--- config.mk ---
export PLATFORM = sky130hd
export DESIGN_NAME = fpu_convert_flat
export DESIGN_NICKNAME = d
export VERILOG_FILES = /design/src/rtl/fpu_pkg.sv /design/src/rtl/fpu_convert_if.sv /design/src/rtl/fpu_round_pack.sv /design/src/rtl/fpu_convert.sv /design/src/flat_wrapper.sv
export SDC_FILE = /design/constraint.sdc
export NUM_CORES = 1
export LEC_CHECK = 0
export BUFFER_PORTS_ARGS = -buffer_cell sky130_fd_sc_hd__clkbuf_2
export CAP_MARGIN = 20
export CORE_MARGIN = 8
export CORE_UTILIZATION = 30
export DETAILED_ROUTE_END_ITERATION = 12
export SYNTH_ARGS = -nofsm -noshare
export SYNTH_HDL_FRONTEND = slang
export SYNTH_SLANG_ARGS = --single-unit
--- constraint.sdc ---
create_clock -name clk -period 3.8 [get_ports clk]
set_input_delay 0.19 -clock clk [delete_from_list [all_inputs] [get_ports clk]]
set_output_delay 0.19 -clock clk [all_outputs]
set_load 0.05 [all_outputs]
--- src/rtl/fpu_pkg.sv ---
// Shared constants and types for the FPU blocks.
// Used by the ALU and the format converter.
package fpu_pkg;

  localparam logic [7:0]  EXP_BIAS      = 8'd127;
  localparam logic [7:0]  EXP_MAX       = 8'd255;
  localparam logic [7:0]  I2F_EXP_INIT  = 8'd158;
  localparam logic [7:0]  F2I_ALIGN_EXP = 8'd150;
  localparam logic [31:0] INT_MIN       = 32'h8000_0000;
  localparam logic [31:0] INT_MAX       = 32'h7FFF_FFFF;
  localparam logic [31:0] F_INT_MIN     = 32'hCF00_0000;

  localparam logic OP_I2F = 1'b0;

  typedef enum logic [2:0] {
    IDLE,
    NORM,
    ROUND,
    ALIGN,
    NEG,
    DONE
  } conv_state_t;

endpackage

--- src/rtl/fpu_convert_if.sv ---
// Operand/result handshake bundle for the converter.
// Valid/ready on both the operand and the result side.
interface fpu_convert_if;

  logic        in_valid;
  logic        in_ready;
  logic        opcode;
  logic [31:0] A;
  logic        out_valid;
  logic        out_ready;
  logic [31:0] O;
  logic        invalid;

  modport slave (
    input  in_valid, opcode, A, out_ready,
    output in_ready, out_valid, O, invalid
  );

  modport master (
    output in_valid, opcode, A, out_ready,
    input  in_ready, out_valid, O, invalid
  );

endinterface

--- src/rtl/fpu_round_pack.sv ---
// Round-to-nearest-even and pack of a normalised magnitude.
// mag[31] is the implicit leading one.
module fpu_round_pack (
  input  logic        sign,
  input  logic [7:0]  exp_in,
  input  logic [31:0] mag,
  output logic [31:0] res
);

  logic        inc;
  logic [23:0] sum;
  logic        unused_bits;

  assign inc = mag[7] & ((|mag[6:0]) | mag[8]);
  assign sum = {1'b0, mag[30:8]} + {23'b0, inc};
  // A carry out of the fraction leaves sum[22:0] already zero.
  assign res = {sign, exp_in + {7'b0, sum[23]}, sum[22:0]};
  assign unused_bits = mag[31];

endmodule

--- src/rtl/fpu_convert.sv ---
// Sequential int<->float converter, one shift per clock.
// Single-precision, truncating float-to-int.
module fpu_convert
  import fpu_pkg::*;
(
  input logic          clk,
  input logic          rst,
  fpu_convert_if.slave bus
);

  conv_state_t state_q, state_d;
  logic [31:0] mag_q, mag_d;
  logic [31:0] o_q, o_d;
  logic [7:0]  exp_q, exp_d;
  logic [4:0]  cnt_q, cnt_d;
  logic        sign_q, sign_d;
  logic        dir_q, dir_d;
  logic        inv_q, inv_d;
  logic        ov_q, ov_d;
  logic        rdy_q, rdy_d;

  logic [31:0] pack_res;
  logic [31:0] abs_a;
  logic [7:0]  e;
  logic [22:0] f;
  logic [7:0]  d_up, d_dn;
  logic        accept;
  logic        unused_bits;

  assign e      = bus.A[30:23];
  assign f      = bus.A[22:0];
  assign abs_a  = bus.A[31] ? -bus.A : bus.A;
  assign d_up   = e - F2I_ALIGN_EXP;
  assign d_dn   = F2I_ALIGN_EXP - e;
  assign accept = bus.in_valid & rdy_q;
  assign unused_bits = ^{d_up[7:5], d_dn[7:5]};

  fpu_round_pack u_pack (
    .sign   (sign_q),
    .exp_in (exp_q),
    .mag    (mag_q),
    .res    (pack_res)
  );

  always_comb begin
    state_d = state_q;
    mag_d   = mag_q;
    o_d     = o_q;
    exp_d   = exp_q;
    cnt_d   = cnt_q;
    sign_d  = sign_q;
    dir_d   = dir_q;
    inv_d   = inv_q;
    unique case (state_q)
      IDLE: begin
        if (accept) begin
          sign_d = bus.A[31];
          inv_d  = 1'b0;
          if (bus.opcode == OP_I2F) begin
            mag_d = abs_a;
            exp_d = I2F_EXP_INIT;
            if (bus.A == 32'h0) begin
              o_d     = 32'h0;
              state_d = DONE;
            end else begin
              state_d = abs_a[31] ? ROUND : NORM;
            end
          end else if (e == EXP_MAX && f != 23'h0) begin
            o_d     = INT_MIN;
            inv_d   = 1'b1;
            state_d = DONE;
          end else if (e < EXP_BIAS) begin
            o_d     = 32'h0;
            state_d = DONE;
          end else if (bus.A == F_INT_MIN) begin
            o_d     = INT_MIN;
            state_d = DONE;
          end else if (e >= I2F_EXP_INIT) begin
            o_d     = bus.A[31] ? INT_MIN : INT_MAX;
            inv_d   = 1'b1;
            state_d = DONE;
          end else begin
            mag_d   = {8'b0, 1'b1, f};
            dir_d   = e > F2I_ALIGN_EXP;
            cnt_d   = dir_d ? d_up[4:0] : d_dn[4:0];
            state_d = (cnt_d == 5'd0) ? NEG : ALIGN;
          end
        end
      end
      NORM: begin
        mag_d = mag_q << 1;
        exp_d = exp_q - 8'd1;
        // Look one bit ahead so the normalised cycle is not wasted.
        if (mag_q[30]) state_d = ROUND;
      end
      ROUND: begin
        o_d     = pack_res;
        state_d = DONE;
      end
      ALIGN: begin
        mag_d = dir_q ? (mag_q << 1) : (mag_q >> 1);
        cnt_d = cnt_q - 5'd1;
        if (cnt_q == 5'd1) state_d = NEG;
      end
      NEG: begin
        o_d     = sign_q ? -mag_q : mag_q;
        state_d = DONE;
      end
      DONE: begin
        if (bus.out_ready) state_d = IDLE;
      end
      default: state_d = IDLE;
    endcase
    ov_d  = state_d == DONE;
    rdy_d = state_d == IDLE;
  end

  always_ff @(posedge clk or posedge rst) begin
    if (rst) begin
      state_q <= IDLE;
      mag_q   <= 32'h0;
      o_q     <= 32'h0;
      exp_q   <= 8'h0;
      cnt_q   <= 5'h0;
      sign_q  <= 1'b0;
      dir_q   <= 1'b0;
      inv_q   <= 1'b0;
      ov_q    <= 1'b0;
      rdy_q   <= 1'b1;
    end else begin
      state_q <= state_d;
      mag_q   <= mag_d;
      o_q     <= o_d;
      exp_q   <= exp_d;
      cnt_q   <= cnt_d;
      sign_q  <= sign_d;
      dir_q   <= dir_d;
      inv_q   <= inv_d;
      ov_q    <= ov_d;
      rdy_q   <= rdy_d;
    end
  end

  assign bus.in_ready  = rdy_q;
  assign bus.out_valid = ov_q;
  assign bus.O         = o_q;
  assign bus.invalid   = inv_q;

endmodule

--- src/flat_wrapper.sv ---
// flat-port wrapper written by rule: the top's interface ports become plain ports
module fpu_convert_flat import fpu_pkg::*;
  (clk, rst, bus_in_valid, bus_opcode, bus_A, bus_out_ready, bus_in_ready, bus_out_valid, bus_O, bus_invalid);
  fpu_convert_if bus_i ();
  input logic clk;
  input logic rst;
  input wire logic [$bits(bus_i.in_valid)-1:0] bus_in_valid;
  input wire logic [$bits(bus_i.opcode)-1:0] bus_opcode;
  input wire logic [$bits(bus_i.A)-1:0] bus_A;
  input wire logic [$bits(bus_i.out_ready)-1:0] bus_out_ready;
  output wire logic [$bits(bus_i.in_ready)-1:0] bus_in_ready;
  output wire logic [$bits(bus_i.out_valid)-1:0] bus_out_valid;
  output wire logic [$bits(bus_i.O)-1:0] bus_O;
  output wire logic [$bits(bus_i.invalid)-1:0] bus_invalid;
  assign bus_i.in_valid = bus_in_valid;
  assign bus_i.opcode = bus_opcode;
  assign bus_i.A = bus_A;
  assign bus_i.out_ready = bus_out_ready;
  assign bus_in_ready = bus_i.in_ready;
  assign bus_out_valid = bus_i.out_valid;
  assign bus_O = bus_i.O;
  assign bus_invalid = bus_i.invalid;
  fpu_convert u_core (.clk(clk), .rst(rst), .bus(bus_i));
endmodule
=== Word-level counts from Yosys, hierarchy flattened ===
Cells that the tools add are included.

* Register bits: 85
* Output and inout bits: 35
* Word-level logic and storage cells: 116

* Add/subtract/negate cells: 8
* Magnitude comparators: 3
* Equal/unequal tests: 22
* Multiplexer cells: 48
* Bitwise operators: 7
* Reduce and logical (&&, ||, !) cells: 18

{| class="wikitable"
|+ Operators with widths
! cell !! number
|-
| 2-to-1 mux 32 bit || 17
|-
| case mux 32 bit (3 select lines) || 2
|-
| negation 32 bit || 2
|-
| 2-to-1 mux 5 bit || 7
|-
| 2-to-1 mux 3 bit || 11
|-
| equality test 32 bit, second input constant || 1
|-
| zero test 32 bit || 1
|-
| adder 23 x 1 -> 24 bit || 1
|-
| nonzero test 23 bit || 1
|-
| 2-to-1 mux 8 bit || 2
|-
| case mux 8 bit (2 select lines) || 1
|-
| case mux 3 bit (5 select lines) || 1
|-
| AND reduction 7 bit || 2
|-
| != test 2 bit, second input constant || 6
|-
| != test 3 bit, second input constant || 4
|-
| case mux 5 bit (2 select lines) || 1
|-
| equality test 3 bit, second input constant || 3
|-
| adder 8 x 1 -> 8 bit || 1
|-
| equality test 8 bit, second input constant || 1
|-
| greater-or-equal comparator 8 bit, second input constant || 1
|-
| > comparator 8 bit, second input constant || 1
|-
| < comparator 8 x 7 -> 1 bit, second input constant || 1
|-
| subtractor 8 x 1 -> 8 bit, second input constant || 1
|-
| OR reduction 7 bit || 1
|-
| other kinds (24) || 36
|}

=== Longest topological paths before layout ===
Gate-level depths: netlist of the first run.

* Depth in word-level cells: 12
* Depth in mapped cells: 12
* Depth with buffers taken out: 11

=== By module ===
A second synthesis of the first run with hierarchy kept.

* Cells, all modules: 867
* Area, all modules: 6860.3 sq um

{| class="wikitable"
|+ By module, submodules not included
! module !! instances !! cells an instance !! area each (sq um) !! sequential area each (sq um)
|-
| fpu_convert || 1 || 786 || 6262.3 || 2128.3
|-
| fpu_round_pack || 1 || 81 || 598.1 || 0.0
|}

=== Least setup slack after synthesis of the first run ===
OpenSTA, ideal clock, no wires.

* Path kind: flip-flop to flip-flop
* Start point: register u_core.mag_q[9]
* End point: register u_core.o_q[31], in the netlist u_core.bus.O[31]
* Data arrival time: 2.589 ns
* Data required time: 3.672 ns
* Setup slack: 1.084 ns
* Cell stages (with the launch flop): 9
* Buffers on the path: 1
* Clock period less this slack: 2.716 ns
* Cell sequence: dfrtp_1 -> or4_4 -> or3_1 -> or3_1 -> buf_6 -> nor4b_2 -> mux2i_1 -> o221ai_1 -> mux2_1

* Word-level cells in the longest chain between the ends: 3

{| class="wikitable"
|+ RTL lines
! element !! line !! text
|-
| start: declaration || fpu_convert.sv:12 || <nowiki>logic [31:0] mag_q, mag_d;</nowiki>
|-
| start signal: assignment || fpu_convert.sv:132 || <nowiki>mag_q <= mag_d;</nowiki>
|-
| negation 32 bit || fpu_convert.sv:106 || <nowiki>o_d = sign_q ? -mag_q : mag_q;</nowiki>
|-
| 2-to-1 mux 32 bit || fpu_convert.sv:106 ||
|-
| case mux 32 bit (3 select lines) || fpu_convert.sv:54 || <nowiki>unique case (state_q)</nowiki>
|-
| end signal: assignment || fpu_convert.sv:122 || <nowiki>o_q <= 32'h0;</nowiki>
|-
| end signal: assignment || fpu_convert.sv:133 || <nowiki>o_q <= o_d;</nowiki>
|-
| end: declaration || fpu_convert.sv:13 || <nowiki>logic [31:0] o_q, o_d;</nowiki>
|}

No other way between the ends.
A chain may end at the register's enable or synchronous reset.

=== Worst setup path after layout of the first run ===
* Start point: register u_core.mag_q[7]
* End point: register u_core.o_q[31], in the netlist u_core.bus.O[31]

Same word-level chain as after synthesis.

==> metrics, run 1 <==
Critical Path RT between 4 and 5 ns; Post-Synth Adder-Cell Area ~2.8%; worst reg2reg endpoint u_core.bus.O[31]; Layout area overhead 12.8%; Die Ht 164 um; Worst Max-Slew Pin Slew between 1 and 1.5 ns; Reg2Reg Setup Slack roughly 0.75 ns; CP Class reg2reg; post-synth net total ~860; routed wire length 18.6 mm; First-pass DRT Iterations 5; Worst-path clk slew approximately 0.060 ns; DP Cell Count about 1100; Peak VDD IR 0.259 mV; TritonCTS buffer count 9; Core Region between 20000 and 25000 um^2; final setup violation count 0; hold wc startpoint bus_A[0]; async set or reset register ratio after synthesis 100%; Vias ~6000; Worst Hold Path EP u_core.mag_q[0]; TNS Setup 0 ns; commonest non-fill, non-tap cells in the layout nand2_1 (107), dfrtp_1 (84), clkbuf_2 (71), o21ai_0 (69), xor2_1 (55); port buffer count 71; final net count 888; Startpoint Class register; CTS tree done; Worst Path Arrival 3.28 ns; fin crit share 80.2%; Primary FF master, synth dfrtp_1; crit path max fanout 11; CTS root buffer clkbuf_16; Die ar. between 20000 and 30000 um^2; post-cts sizing count 0; Congestion Overflow GR 0; status completed; num ports between 70 and 80; Final Slew Violations 0; Synth Area in Compound Gates 24.8%; Max-cap violations 0; Die Wd roughly 160 um; initial drt markers ~400; Min-Delay Path Depth 3; worst hold slack 0.212 ns; fin cells 1121; register area share after synthesis 32.2%; Post-Synth XOR/XNOR Area 12.2%; share of post-route cells with drive strength above 1 about 14%; multiplexer share of the synthesized area 0.947%; Reg2Reg Depth 7; leading cell type in the layout, fill and taps excluded nand2_1; Clock Latency Late Sink approximately 0.35 ns; H-tree depth 3; CTS Buffer Depth 2; PwrDens 826 nW/um^2; row count between 50 and 60; post-synthesis cell count between 800 and 900; reg-to-reg critical path startpoint u_core.mag_q[7]; Critical Path End Type register; Vias/cell between 5 and 6; fmax between 0.3 and 0.4 GHz; Mean Syn Cell Area approximately 8 um^2; clk_skew around 0.011 ns; Ant. Diodes 0; number of flops mapped to enable cells by yosys 0; DP Wirelength 13.8 mm; setup bufs post-CTS 0; Starting Density between 30% and 40%; # DRC 0; Sinks on Clock Net 85; RSZ-0062 raised after global routing false; register bit total from synthesis between 80 and 90; vias in the first global route 5770; Tmin final 3.05 ns; Hold Vio Cnt, Final 0; Hold Path Class in2reg; main combinational cell family by area after synthesis compound AO/OA/AOI/OAI gates; GPL Wtd Cong 0.813; pin count of the biggest net entering global routing between 60 and 70; YS warnings 0; Cell variety after synth 68; leakage power roughly 3 nW; worst relative slew slack about 32%; global-route wire length before repair approximately 31 mm; initial antenna violation count 0; Final ANT Viol Nets 0; Total GRT Usage around 14%; Routed WL per cell between 15 and 20 um; area fraction in and, or, nand and nor cells after synthesis 21.3%; Synth Cell Area between 6000 and 7000 um^2
-- registers in the layout (all words and copies together), names as in the netlist --
signal and count:
u_core.bus.O 32, u_core.bus.in_ready 1, u_core.bus.invalid 1, u_core.bus.out_valid 1, u_core.cnt_q 5, u_core.dir_q 1
u_core.exp_q 8, u_core.mag_q 32, u_core.sign_q 1, u_core.state_q 3
-- worst max-delay path by stage --
stage,to,from,slack [ns],cells after the start
floorplan,u_core.bus.O[31],u_core.mag_q[9],1.08,8
global route,u_core.bus.O[31],u_core.mag_q[7],0.63,7
detailed placement,u_core.bus.O[31],u_core.mag_q[7],0.77,7
CTS,u_core.bus.O[31],u_core.mag_q[7],0.75,7
global placement,u_core.bus.O[31],u_core.mag_q[7],0.78,7
finish,u_core.bus.O[31],u_core.mag_q[7],0.75,7
-- worst max-delay path, stage by stage (launching register included) --
cell and delay, ns:
dfrtp_1 0.50, or4_4 0.59, or3_1 0.34, or3_1 0.48
nor4b_2 0.33, mux2i_1 0.23, o221ai_1 0.14, mux2_1 0.32
-- area by class of cell --
class	instances	area [um^2]
clock buffer	11	243
clock inverter	5	60.1
fill	2317	14300
inverter	20	76.3
multi-input combinational	634	4110
sequential	85	2130
tap	280	350
timing repair buffer	86	483
-- metal layers --
layer	track usage (%)	wire length, um
met4	3.36	174
met1	20.9	9320
met5	0	0
met3	2.82	1190
met2	20.5	7950
-- synthesized netlist by cell type, types with 3 or more instances --
cell,count,area [um^2]
nand4_1,8,50.1
o22ai_1,30,188
nand3b_1,5,37.5
o31ai_2,3,37.5
nand3_1,38,190
o211ai_1,6,45.0
o41ai_1,7,61.3
xnor2_1,37,324
a21o_1,5,37.5
buf_1,3,11.3
nand2_1,107,402
or2_2,3,18.8
inv_1,20,75.1
mux2i_1,4,40.0
nor4_1,7,43.8
and2_1,6,37.5
a222oi_1,10,100
buf_4,5,37.5
o22a_1,29,254
o31ai_1,20,150
nor2b_1,11,68.8
nor2_1,44,165
o221ai_1,3,26.3
xor2_1,55,482
nand2b_1,3,18.8
nor3_1,19,95.1
and3_1,8,50.1
or3_1,11,68.8
dfrtp_1,84,2100
buf_2,5,25.0
or4_1,4,30.0
a21oi_1,21,105
ha_1,15,188
o21ai_0,69,345
clkbuf_1,58,218
a221oi_1,11,96.3
-- repair_timing --
action,4_1_cts,5_1_grt
hold buffers,0,1
setup endpoints to repair,0,0
endpoints found under the hold margin,0,18
-- where the power goes --
group / leakage (nW) / internal (mW) / switching, mW / total (mW)
combinational: 1.77 / 1.17 / 2.04 / 3.21
clock: 0.146 / 0.530 / 0.376 / 0.906
sequential: 1.03 / 1.35 / 0.689 / 2.04
total: 2.94 / 3.05 / 3.10 / 6.16
-- through the flow --
step                      total power [mW]  worst slack (ns)  area (um^2)  utilization [%]
after floorplan                       4.46              1.08         6610                -
after global placement                5.22             0.785         7120             32.7
after detailed placement              5.27             0.772         7120             32.7
after CTS                             6.19             0.754         7420             34.1
after global routing                  6.67             0.632         7450             34.3
final                                 6.16             0.751         7450             34.3
-- kinds of logic (layout without fill, tap and decap cells) --
family | Yosys count | in the layout
xor gates and xnor gates | 92 | 92
DFF | 85 | 85
adders and majority gates | 15 | 15
AOI/OAI and AO/OA | 235 | 235
and+or+nand+nor | 286 | 286
muxes | 6 | 6
buffers and inverters | 92 | 122
Note: power is estimated with default switching activity, not from simulation.
==> run 2: changes to the inputs <==
--- a/config.mk
+++ b/config.mk
@@ -5,6 +5,7 @@
 export SDC_FILE = /design/constraint.sdc
 export NUM_CORES = 1
 export LEC_CHECK = 0
+export ABC_AREA = 1
 export BUFFER_PORTS_ARGS = -buffer_cell sky130_fd_sc_hd__clkbuf_2
 export CAP_MARGIN = 20
 export CORE_MARGIN = 8
==> constraint.sdc (replaced) <==
create_clock -name clk -period 2.8 [get_ports clk]
set_input_delay 0.14 -clock clk [delete_from_list [all_inputs] [get_ports clk]]
set_output_delay 0.14 -clock clk [all_outputs]
set_load 0.05 [all_outputs]
==> metrics, run 2 <==
status completed; commonest non-fill, non-tap cells in the layout nand2_1 (275), nor2_1 (174), inv_1 (116), nand3_1 (96), dfrtp_1 (84); gr busiest metal met1; port buffer count 71; Final ANT Viol Nets 0; hold wc startpoint bus_A[31]; Critical Path End Type register; global-route wire length before repair between 30 and 40 mm; Hold Vio Cnt, Final 0; Vias 7885; Vias/cell 5.00; worst reg2reg endpoint u_core.bus.O[30]; Worst path most repeated cell nand2_1; Worst Max-Slew Pin Slew 0.615 ns; Starting Density between 30% and 40%; Layout area overhead 16.4%; Worst Hold Path EP u_core.sign_q; Primary FF master, synth dfrtp_1; number of flops mapped to enable cells by yosys 0; Reg2Reg Depth 18; Hold Path Class in2reg; Worst-path clk slew approximately 0.070 ns; Clock Latency Late Sink roughly 0.36 ns; top cell type's share of synthesized area 28.5%; cells along the critical path inv_2 -> nor3_4 -> nand2_1 -> nor3_2 -> nand2_1 -> nor4_2 -> nand2_1 -> nor2_1 -> ha_2 -> nand3_1 -> nor2_2 -> nand2_1 -> nor2_1 -> nand2_1 -> o21ai_1 -> nand2_1 -> nor2_2 -> nor2_2; YS warnings 0; final net count 1300; Synth Cell Area 7390 um^2; CP Class reg2reg; Congestion Overflow GR 0; fin cells approximately 1600; Peak VDD IR between 0.4 and 0.5 mV; Min-Delay Path Depth 3; PwrDens approximately 1200 nW/um^2; routed wire length roughly 24 mm; Core Region 24200 um^2; fmax about 0.39 GHz; Reg2Reg Setup Slack 0.21 ns; Worst Path Arrival 2.84 ns; DP Wirelength approximately 19 mm; share of post-route cells with drive strength above 1 between 10% and 20%; M2 GR Usage a little under a quarter; top cells by count, synth nand2_1 (276), nor2_1 (176), inv_1 (117); Cell variety after synth 52; Mean Syn Cell Area about 6.3 um^2; Die ar. ~30000 um^2; crit path from u_core.mag_q[16]; # DRC 0; First-pass DRT Iterations 8; leading cell type in the layout, fill and taps excluded nand2_1; grt met3 use ~3.1%; Ant. Diodes 0; post-synth net total around 1200; num ports 72; final setup violation count 0; row count 57; crit path max fanout 6; met1 Use GR 23.6%; async set or reset register ratio after synthesis 100%; Tmin final 2.59 ns; CTS root buffer clkbuf_16; Util after Layout 35.4%; reg-to-reg critical path startpoint u_core.mag_q[16]; CTS tree done; largest cells by area after synthesis dfrtp_1 (28%), nand2_1 (14%), nor2_1 (8.9%), nand3_1 (6.6%), inv_1 (5.9%); max incr delay on CP 0.37 ns; Final Slew Violations 0; Total GRT Usage 16.1%; Worst path slowest cell dfrtp_1; cell type with the largest total area after synthesis dfrtp_1; initial antenna violation count 0; pin count of the biggest net entering global routing 86; worst relative slew slack between 50% and 60%; clk_skew about 0.0083 ns; Die Wd around 170 um; register area share after synthesis approximately 29%; post-synthesis cell count between 1000 and 1500; fin crit share ~90%; Die Ht 173 um; TritonCTS buffer count 9; Startpoint Class register; initial drt markers approximately 640; Critical Path RT about 3.1 ns; Routed WL per cell 15.4 um; vias in the first global route ~7300; DP Cell Count 1557; register bit total from synthesis 85; RSZ-0062 raised after global routing true; CTS Buffer Depth 2; GPL Wtd Cong 0.936; Sinks on Clock Net 85; leakage power slightly above 4 nW; most common cell in the netlist nand2_1; Max-cap violations 0; H-tree depth 3
## run 2: cell count changes in the layout (fill, tap and decap cells not counted), moves of 27 or more
cell | previous run | this run
nand2_1 | 107 | 275
buf_4 | 13 | 44
nand3_1 | 38 | 96
a21oi_1 | 21 | 48
nor2_2 | 0 | 33
xnor2_1 | 37 | 2
inv_1 | 19 | 116
xor2_1 | 55 | 22
nor2_1 | 44 | 174
o22a_1 | 29 | 0
## run 2: how the worst max path moves through the flow
stage / depth (start not counted) / end
2_1_floorplan: 18 / u_core.bus.O[30]
3_3_place_gp: 20 / u_core.bus.O[30]
3_5_place_dp: 20 / u_core.bus.O[30]
4_1_cts: 20 / u_core.bus.O[30]
5_1_grt: 19 / u_core.bus.O[30]
6_report: 18 / u_core.bus.O[30]
## run 2: what timing repair did
action                     in CTS  in global routing
hold buffers                    1                  0
setup endpoints to repair       0                  4
resized for setup               0                  8
hold endpoints to repair       84                  0
setup buffers                   0                  3
## run 2: kinds of logic after synthesis
group | after synthesis | share of synthesized area, %
flops | 85 | 28.8
compound gates | 207 | 16.7
buf+inv | 174 | 9.71
simple gates | 661 | 39.4
xor+xnor | 24 | 2.85
fa+ha+maj | 15 | 2.54
## run 2: routing by layer
metal	routed length (um)	vias to the layer above
li1	-	4013
met2	10100	242
met4	467	0
met3	1460	31
met5	0	-
met1	12200	3599
## run 2: worst max-delay path, delay by kind of cell, from the launching register on
kind	cells	cell delay, ns
simple gates	15	1.73
buf+inv	1	0.09
compound gates	1	0.12
flops	1	0.37
fa+ha+maj	1	0.19
## run 2: metrics by stage
stage / power (mW) / setup TNS, ns / instance area, um^2 / setup WS, ns / hold WS [ns]
2_1_floorplan: 7.16 / 0 / 7390 / 0.211 / 0.309
4_1_cts: 10.1 / 0 / 8550 / 0.123 / 0.122
6_report: 10.1 / 0 / 8590 / 0.206 / 0.146
3_3_place_gp: 8.82 / 0 / 8240 / 0.136 / 0.263
3_5_place_dp: 8.89 / 0 / 8240 / 0.135 / 0.270
5_1_grt: 11.1 / -0.0217 / 8590 / -0.0161 / 0.146
## run 2: cell type report
cell class | count | area [um^2]
clock buffers | 9 | 225
clock inverters | 7 | 73.8
fillers | 2687 | 15700
inverters | 128 | 482
multi-input cells | 907 | 4560
flip-flops and latches | 85 | 2130
well taps | 324 | 405
repair buffers | 117 | 716
## run 2: power by group
part | switching [mW] | leakage (nW) | internal, mW
registers | 0.463 | 1.02 | 1.88
clock network | 0.519 | 0.146 | 0.693
logic | 4.67 | 2.94 | 1.92
total | 5.65 | 4.10 | 4.49
==> run 3: changes to the inputs <==
--- a/config.mk
+++ b/config.mk
@@ -5,7 +5,7 @@
 export SDC_FILE = /design/constraint.sdc
 export NUM_CORES = 1
 export LEC_CHECK = 0
-export ABC_AREA = 1
+export ABC_AREA = 0
 export BUFFER_PORTS_ARGS = -buffer_cell sky130_fd_sc_hd__clkbuf_2
 export CAP_MARGIN = 20
 export CORE_MARGIN = 8
==> metrics, run 3 (same netlist as run 1, synthesis figures left out) <==
status completed; Total GRT Usage 14.5%; initial antenna violation count 0; Vias/cell about 5.4; pin count of the biggest net entering global routing 65; pre-CTS WS roughly 0.037 ns; internal power around 4.3 mW; PwrDens approximately 1100 nW/um^2; Worst Max-Slew Pin Slew 1.09 ns; Psw 4.23 mW; Die ar. 27000 um^2; DP Wirelength 14.5 mm; Tmin final around 2.7 ns; share of post-route cells with drive strength above 1 between 15 and 20%; cells along the critical path or4_4 -> or3_4 -> or3_4 -> buf_6 -> o31ai_4 -> xor2_1 -> nor2_1 -> o32a_1; Final ANT Viol Nets 0; Peak VDD IR slightly above 0.4 mV; H-tree depth 3; fmax 0.371 GHz; Worst-path clk slew 0.06 ns; GPL Wtd Cong ~0.85; commonest non-fill, non-tap cells in the layout nand2_1 (107), dfrtp_1 (84), clkbuf_2 (71), o21ai_0 (69), xor2_1 (55); Routed WL per cell approximately 17 um; Ant. Diodes 0; clk_skew about 0.0075 ns; First-pass DRT Iterations 5; worst hold slack about 0.18 ns; Layout area overhead 17.7%; num ports 72; Die Ht ~160 um; CTS Buffer Depth 2; routed wire length between 15 and 20 mm; final instance area around 7800 um^2; Combinational Power Share about 57%; max incr delay on CP 0.55 ns; Clock Latency Late Sink approximately 0.34 ns; global-route wire length before repair 31.8 mm; Sinks on Clock Net 85; Congestion Overflow GR 0; Hold Path Class in2reg; Die Wd 164 um; Critical Path End Type register; Startpoint Class register; CP Class reg2reg; leakage power about 3.1 nW; sw frac 49.5%; leading cell type in the layout, fill and taps excluded nand2_1; RSZ-0062 raised after global routing true; row count 54; CTS root buffer clkbuf_16; final setup violation count 0; clock group share of total power around an eighth; Final Slew Violations 0; Worst path slowest cell or4_4; Worst Path Arrival between 2 and 3 ns; # DRC 0; initial drt markers between 400 and 500; Worst path most repeated cell or3_4; Area after DPL between 7000 and 8000 um^2; Hold Vio Cnt, Final 0; Starting Density a little under a third; crit path max fanout 8; fin worst setup slack 0.101 ns; final net count 924; CTS tree done; fin crit share 96.4%; port buffer count 71; sequential power share between 20% and 30%; vias in the first global route around 6000; Vias 6199; Critical Path RT slightly above 3 ns; Core Region between 20000 and 25000 um^2; Max-cap violations 0; worst relative slew slack between 20% and 30%; TritonCTS buffer count 9
-- run 3: power groups by stage --
stage,combinational [mW],sequential [mW],clock (mW)
final,4.90,2.52,1.12
after global routing,5.39,2.62,1.20
after detailed placement,4.85,2.53,0
after floorplan,2.96,3.09,0
after global placement,4.80,2.50,0
after CTS,4.86,2.50,1.15
-- run 3: area by class of cell --
| cell class | count | area [um^2] |
|---|---|---|
| timing repair buffer | 122 | 782 |
| sequential | 85 | 2130 |
| fill | 2313 | 14000 |
| multi-input combinational | 634 | 4170 |
| clock buffer | 14 | 264 |
| inverter | 20 | 76.3 |
| clock inverter | 2 | 10.0 |
| tap | 280 | 350 |
-- run 3: final timing paths --
path	from	end	slack, ns	cells after the start
max	u_core.mag_q[7]	u_core.bus.O[29]	0.10	8
min	bus_A[0]	u_core.mag_q[0]	0.18	3
max reg2reg	u_core.mag_q[7]	u_core.bus.O[29]	0.10	8
min reg2reg	u_core.bus.invalid	u_core.bus.invalid	0.48	1
max in group asynchronous	rst	u_core.bus.in_ready	1.65	4
min in group asynchronous	rst	u_core.exp_q[3]	0.42	3
-- run 3: per-layer routing --
layer / vias up / part of all wire, % / track usage, %
met2: 168 / 44 / 21.4
met5: - / 0 / 0
met3: 14 / 6.4 / 3.34
met4: 0 / 1.1 / 4.34
met1: 2933 / 48 / 20.5
li1: 3084 / - / -
-- run 3: timing repair --
action,in CTS,in global routing
buffers inserted,0,1
hold endpoints to repair,37,0
hold buffers,1,0
resized for setup,0,10
endpoints found under the setup margin,0,12
-- run 3: worst max-delay path, delay by kind of cell (launching register included) --
kind / cells / cell delay [ns]
AND/OR/NAND/NOR: 4 / 1.34
AO/OA/AOI/OAI: 2 / 0.55
flip-flops: 1 / 0.38
XOR/XNOR: 1 / 0.17
buffers and inverters: 1 / 0.16
-- run 3: per-stage QoR --
stage | total power [mW] | utilization [%] | std cells | setup TNS (ns)
6_report | 8.53 | 35.8 | 1157 | 0
5_1_grt | 9.20 | 35.8 | 1157 | -0.109
4_1_cts | 8.52 | 35.4 | 1155 | 0
3_5_place_dp | 7.37 | 34.1 | 1138 | 0
3_3_place_gp | 7.30 | 34.1 | 1138 | 0
2_1_floorplan | 6.05 | - | 811 | 0
